<file path="src/rtl/cnn_pkg.sv">
// Shared CNN post-processing types and the requantization helper.
// Build option: POOL_ROUND_EN selects round-half-up instead of floor.
package cnn_pkg;

    localparam int CONV_W = 24;
    localparam int Q_W    = 8;
    localparam int Q_MAX  = 127;

    // Arithmetic shift on a 25-bit copy so the rounding add cannot overflow,
    // then ReLU (negative -> 0) and saturation to Q_MAX.
    function automatic logic [Q_W-1:0] requant(input logic signed [CONV_W-1:0] x,
                                               input int unsigned shift);
        logic signed [CONV_W:0] sum;
        logic signed [CONV_W:0] q;
`ifdef POOL_ROUND_EN
        sum = {x[CONV_W-1], x} + ((CONV_W+1)'(1) << (shift - 32'd1));
`else
        sum = {x[CONV_W-1], x};
`endif
        q = sum >>> shift;
        if (q[CONV_W])
            return '0;
        else if (|q[CONV_W-1:Q_W-1])
            return Q_W'(Q_MAX);
        else
            return q[Q_W-1:0];
    endfunction

endpackage

</file>
<file path="src/rtl/conv_requant_relu.sv">
// Stage 1 for one channel: round/shift, ReLU and saturate, then register.
// Rounding mode follows POOL_ROUND_EN through cnn_pkg::requant.
module conv_requant_relu
    import cnn_pkg::*;
#(
    parameter int SHIFT = 8
) (
    input  logic              clk,
    input  logic              rst_n,
    input  logic              en,
    input  logic [CONV_W-1:0] conv_in,
    output logic [Q_W-1:0]    q_out
);

    always_ff @(posedge clk) begin
        if (!rst_n)
            q_out <= '0;
        else if (en)
            q_out <= requant(conv_in, SHIFT);
    end

endmodule

</file>
<file path="src/rtl/conv_relu_maxpool_2ch.sv">
// Two-channel requant + ReLU + 2x2 stride-2 max pool over a raster-scanned map.
// Build option: POOL_ROUND_EN (round-half-up requantization, else floor).
module conv_relu_maxpool_2ch
    import cnn_pkg::*;
#(
    parameter int IMG_W = 26,
    parameter int IMG_H = 26,
    parameter int SHIFT = 8
) (
    input  logic              sclk,
    input  logic              s_rst_n,
    input  logic              frame_start,
    input  logic              in_valid,
    input  logic [CONV_W-1:0] ch0_conv_in,
    input  logic [CONV_W-1:0] ch1_conv_in,
    output logic              out_valid,
    output logic [Q_W-1:0]    ch0_pool_out,
    output logic [Q_W-1:0]    ch1_pool_out,
    output logic              frame_done
);

    // in_valid and out_valid are valid-only strobes: there is no ready, every
    // cycle with valid high is one transfer and the consumer must accept it.

    localparam int HALF_W = IMG_W / 2;
    localparam int CW     = $clog2(IMG_W);
    localparam int RW     = $clog2(IMG_H);
    localparam int LBW    = (HALF_W > 1) ? $clog2(HALF_W) : 1;
    localparam logic [CW-1:0] COL_LAST = CW'(IMG_W - 1);
    localparam logic [RW-1:0] ROW_LAST = RW'(IMG_H - 1);

    logic [CW-1:0] col, cur_col, s1_col;
    logic [RW-1:0] row, cur_row;
    logic          at_last_col, at_last_row;
    logic          s1_valid, s1_row_odd, s1_last;
    logic [Q_W-1:0] q0, q1, hmax0, hmax1, h0, h1, p0, p1;
    logic [2*Q_W-1:0] line_buf [HALF_W];
    logic [2*Q_W-1:0] lb_rd;
    logic [LBW-1:0]   lb_idx;
    logic             take;

    // frame_start makes a coincident pixel land at (0,0)
    always_comb begin
        cur_col     = frame_start ? '0 : col;
        cur_row     = frame_start ? '0 : row;
        at_last_col = (cur_col == COL_LAST);
        at_last_row = (cur_row == ROW_LAST);
    end

    always_ff @(posedge sclk) begin
        if (!s_rst_n) begin
            col <= '0;
            row <= '0;
        end else if (in_valid) begin
            if (at_last_col) begin
                col <= '0;
                row <= at_last_row ? '0 : cur_row + RW'(1);
            end else begin
                col <= cur_col + CW'(1);
                row <= cur_row;
            end
        end else if (frame_start) begin
            col <= '0;
            row <= '0;
        end
    end

    always_ff @(posedge sclk) begin
        if (!s_rst_n) begin
            s1_valid   <= 1'b0;
            s1_col     <= '0;
            s1_row_odd <= 1'b0;
            s1_last    <= 1'b0;
        end else begin
            s1_valid <= in_valid;
            if (in_valid) begin
                s1_col     <= cur_col;
                s1_row_odd <= cur_row[0];
                s1_last    <= at_last_col && at_last_row;
            end
        end
    end

    conv_requant_relu #(.SHIFT(SHIFT)) u_rq0 (
        .clk(sclk), .rst_n(s_rst_n), .en(in_valid), .conv_in(ch0_conv_in), .q_out(q0)
    );
    conv_requant_relu #(.SHIFT(SHIFT)) u_rq1 (
        .clk(sclk), .rst_n(s_rst_n), .en(in_valid), .conv_in(ch1_conv_in), .q_out(q1)
    );

    // A stage-1 sample seen together with frame_start belongs to the aborted frame.
    always_comb begin
        take   = s1_valid && !frame_start;
        lb_idx = LBW'(s1_col >> 1);
        lb_rd  = line_buf[lb_idx];
        h0     = (q0 > hmax0) ? q0 : hmax0;
        h1     = (q1 > hmax1) ? q1 : hmax1;
        p0     = (lb_rd[Q_W-1:0] > h0) ? lb_rd[Q_W-1:0] : h0;
        p1     = (lb_rd[2*Q_W-1:Q_W] > h1) ? lb_rd[2*Q_W-1:Q_W] : h1;
    end

    // Every entry is rewritten on an even row before an odd row reads it.
    always_ff @(posedge sclk) begin
        if (take && s1_col[0] && !s1_row_odd)
            line_buf[lb_idx] <= {h1, h0};
    end

    always_ff @(posedge sclk) begin
        if (!s_rst_n) begin
            hmax0        <= '0;
            hmax1        <= '0;
            out_valid    <= 1'b0;
            ch0_pool_out <= '0;
            ch1_pool_out <= '0;
            frame_done   <= 1'b0;
        end else begin
            out_valid  <= 1'b0;
            frame_done <= 1'b0;
            if (frame_start) begin
                hmax0 <= '0;
                hmax1 <= '0;
            end else if (s1_valid) begin
                frame_done <= s1_last;
                if (!s1_col[0]) begin
                    hmax0 <= q0;
                    hmax1 <= q1;
                end else if (s1_row_odd) begin
                    out_valid    <= 1'b1;
                    ch0_pool_out <= p0;
                    ch1_pool_out <= p1;
                end
            end
        end
    end

endmodule

</file>
<file path="config.mk">
export PLATFORM = sky130hd
export DESIGN_NAME = conv_relu_maxpool_2ch
export DESIGN_NICKNAME = d
export VERILOG_FILES = /design/src/rtl/cnn_pkg.sv /design/src/rtl/conv_requant_relu.sv /design/src/rtl/conv_relu_maxpool_2ch.sv
export SDC_FILE = /design/constraint.sdc
export NUM_CORES = 1
export LEC_CHECK = 0
export BUFFER_PORTS_ARGS = -buffer_cell sky130_fd_sc_hd__buf_2
export CAP_MARGIN = 10
export CORE_UTILIZATION = 55
export DETAILED_ROUTE_END_ITERATION = 10
export PLACE_DENSITY = 0.76
export SLEW_MARGIN = 0
export SYNTH_ARGS = -nofsm -noshare
export SYNTH_HDL_FRONTEND = slang
export SYNTH_SLANG_ARGS = --single-unit
</file>
<file path="constraint.sdc">
create_clock -name sclk -period 3.7 [get_ports sclk]
set_input_delay 1.11 -clock sclk [delete_from_list [all_inputs] [get_ports sclk]]
set_output_delay 1.11 -clock sclk [all_outputs]
set_load 0.05 [all_outputs]
</file>
==> flow_summary.toml <==
[drt]
drt_iter0_markers = 467
drt-total-wl_um = 24600
viasPerCell = 5.78
first_pass_iters = 4
num_vias = 6893
drcViolationCount = 0
antenna_left = 0
wl_per_cell_um = 20.6

[logic_synthesis]
synth_edf_count = 208
synth-xor-area-share_pct = 0.582
synth_top_family_by_area = "multiplexers"
synth_top_area_cell = "edfxtp_1"
muxShareOfSynthArea_pct = 14.4
syn-num-nets = 897
yosys.cell_types.count = 58
synth-simple-area-share_pct = 7.70
synthCells = 809
synthAdderAreaFrac_pct = 3.74
async_flop_share_pct = 0
synthFlopType = "edfxtp_1"
synth_most_common_cell = "edfxtp_1"
ys_top_cells_by_area = "edfxtp_1 (52%), dfxtp_1 (12%), mux4_2 (6.5%)"
syn_area_per_cell_sq_um = 14.9
ys_ff_latch = 280
synth-compound-area-share_pct = 6.22
synth_top_area_share_pct = 51.8
ys_top_cells_by_count = "edfxtp_1 (208), nand2_1 (75), dfxtp_1 (72)"
yosysSeqAreaShare_pct = 63.8
netlist_area_sq_um = 12000
ys_warn_count = 0

[sta]
worst_slew_pin_slew_ns = 0.741
max_freq_mhz = 294
period_share_pct = 92.0
min_period_ns = 3.40
fin_setup_tns_ns = 0
relSlewSlack_pct = 50.6
hold_violations = 0
finalSetupViolations = 0
rsz0062_at_grt = "no"
slew_viol_final = 0
clock_skew_ns = 0.0195

[power]
ir_worst_vdd_v = 0.000302
powerDensity_nw_per_um2 = 453
leakagePower_nw = 4.94
total_power_mw = 6.22

[global_route]
track_usage_pct = 22.8
overflow = 0
grt_pass1_vias = 6858
grt_max_degree = 32
grt_pass1_wl_um = 38000
grt_antenna_before_repair = 0

[clocking]
cts_tree = "done"
cts_buffers = 28
clockBufferDepth = 3
clock_latency_ns = 0.55
ctsHtreeMaxLevel = 1
clock_sinks = 280
path_clk_slew_ns = 0.06
clockRootBuffer = "clkbuf_16"

[die]
die_h_um = 150
num_rows = 53
start_util_pct = 56.8
core_area_sq_um = 21200
die_x_um = 150
top_level_ports = 70
die_area_sq_um = 22500

[hold_path]
hold_depth = 2
hold_class = "flip-flop to flip-flop"

[placement]
io_buffers = 53
hpwl_um = 15700
place.gp.congestion = 0.807

[layout]
final_layout_size_suffix_gt1_share_pct = 25.7
finalNetCount = 984
area_delta_synth_final_pct = 14.0
seqCellArea_sq_um = 7690
antenna_cells = 0
fillers = 1501
multiInputGateArea_sq_um = 3990

[setup_path]
critPathLaunchType = "flip-flop"
worstPathRequired_ns = 4.16
critical_path_class = "flip-flop to flip-flop"
ff2ff_path_depth = 16
critPathCaptureType = "flip-flop"
crit_fanout = 8
arrival_ns = 3.87

[outcome]
status = "complete, no violations"

[flow_run]
drv_cap = 0
-- routing by layer --
| layer | part of all wire [%] | GRT usage [%] | vias to the layer above |
|---|---|---|---|
| met1 | 42 | 30.2 | 3420 |
| li1 | - | - | 3215 |
| met2 | 50 | 39.3 | 213 |
| met5 | 0 | 0 | - |
| met3 | 6.1 | 2.71 | 45 |
| met4 | 2.6 | 7.32 | 0 |
-- what timing repair did --
item,CTS,global route
buffers inserted,0,0
hold buffers,0,0
resized for setup,0,4
endpoints found under the setup margin,0,16
-- cell usage in the layout, fill, tap and decap left out, drive strengths merged, types with 3 or more instances in the layout --
cell type / netlist / routed
a21boi: 3 / 3
a21oi: 50 / 50
a31o: 3 / 3
and2: 4 / 4
buf: 16 / 94
clkbuf: 21 / 33
clkinv: 0 / 15
dfxtp: 72 / 72
edfxtp: 208 / 208
ha: 36 / 36
inv: 60 / 61
mux2: 11 / 11
mux2i: 48 / 48
mux4: 48 / 48
nand2: 75 / 75
nand2b: 14 / 14
nand3: 7 / 7
nand4: 10 / 10
nor2: 21 / 21
nor2b: 25 / 25
nor3: 6 / 6
nor3b: 3 / 3
nor4: 4 / 4
o211ai: 5 / 5
o21a: 6 / 6
o21ai: 8 / 8
o221ai: 14 / 14
o22ai: 7 / 7
or2: 3 / 3
xor2: 7 / 7
-- logic make-up (layout without fill, tap and decap cells) --
family,count (synthesis),in the layout
multiplexers,107,107
AND/OR/NAND/NOR,181,181
flip-flops,280,280
adder cells (fa/ha/maj),36,36
buffers and inverters,97,205
AO/OA/AOI/OAI,100,100
XOR/XNOR,8,8
-- final timing paths --
check	start	end	slack (ns)
setup reg to reg	hmax1[1]	ch1_pool_out[6]	0.30
hold reg to reg	s1_last	frame_done	0.44
setup / recovery	hmax1[1]	ch1_pool_out[6]	0.30
hold / removal	s1_last	frame_done	0.44
-- power by group --
part | switching, mW | internal [mW]
clock network | 1.15 | 1.39
registers | 0.0141 | 3.39
logic | 0.164 | 0.115
total | 1.33 | 4.90
-- through the flow --
stage	area (sq um)	cells	setup WS [ns]	utilization (%)	hold slack, ns
final	13700	1192	0.297	64.7	0.440
after global routing	13700	1192	0.00835	64.7	0.459
after CTS	13700	1192	0.0893	64.6	0.438
after detailed placement	12900	1141	0.103	60.8	0.426
after global placement	12900	1141	0.172	60.8	0.426
after floorplan	12000	809	0.137	-	0.410
-- sequential cells by signal, summed over array words and instances (netlist names), 5 cells and up, named ones only --
name / flops
line_buf: 208
ch0_pool_out: 8
ch1_pool_out: 8
hmax0: 8
hmax1: 8
u_rq0.q_out: 8
u_rq1.q_out: 8
col: 5
row: 5
s1_col: 5
-- critical path, cell delays in order, from the launching register on --
cell,delay (ns)
dfxtp_1,0.34
inv_1,0.05
ha_1,0.28
nor2b_1,0.13
o211ai_1,0.15
a21oi_1,0.12
o22ai_4,0.22
buf_4,0.21
mux2i_1,0.42
inv_1,0.12
ha_1,0.21
inv_1,0.05
a221o_1,0.13
a21oi_1,0.06
a31o_1,0.21
or3_4,0.43
o221ai_2,0.18
-- final cells by class --
class / instances / share of cell area [%]
Clock inverter: 18 / 0.756
Multi-Input combinational cell: 432 / 29.0
Tap cell: 275 / 2.51
Timing Repair Buffer: 94 / 4.81
Clock buffer: 33 / 5.24
Sequential cell: 280 / 56.0
Inverter: 60 / 1.64
No activity file was read; power rests on OpenSTA's default activity.
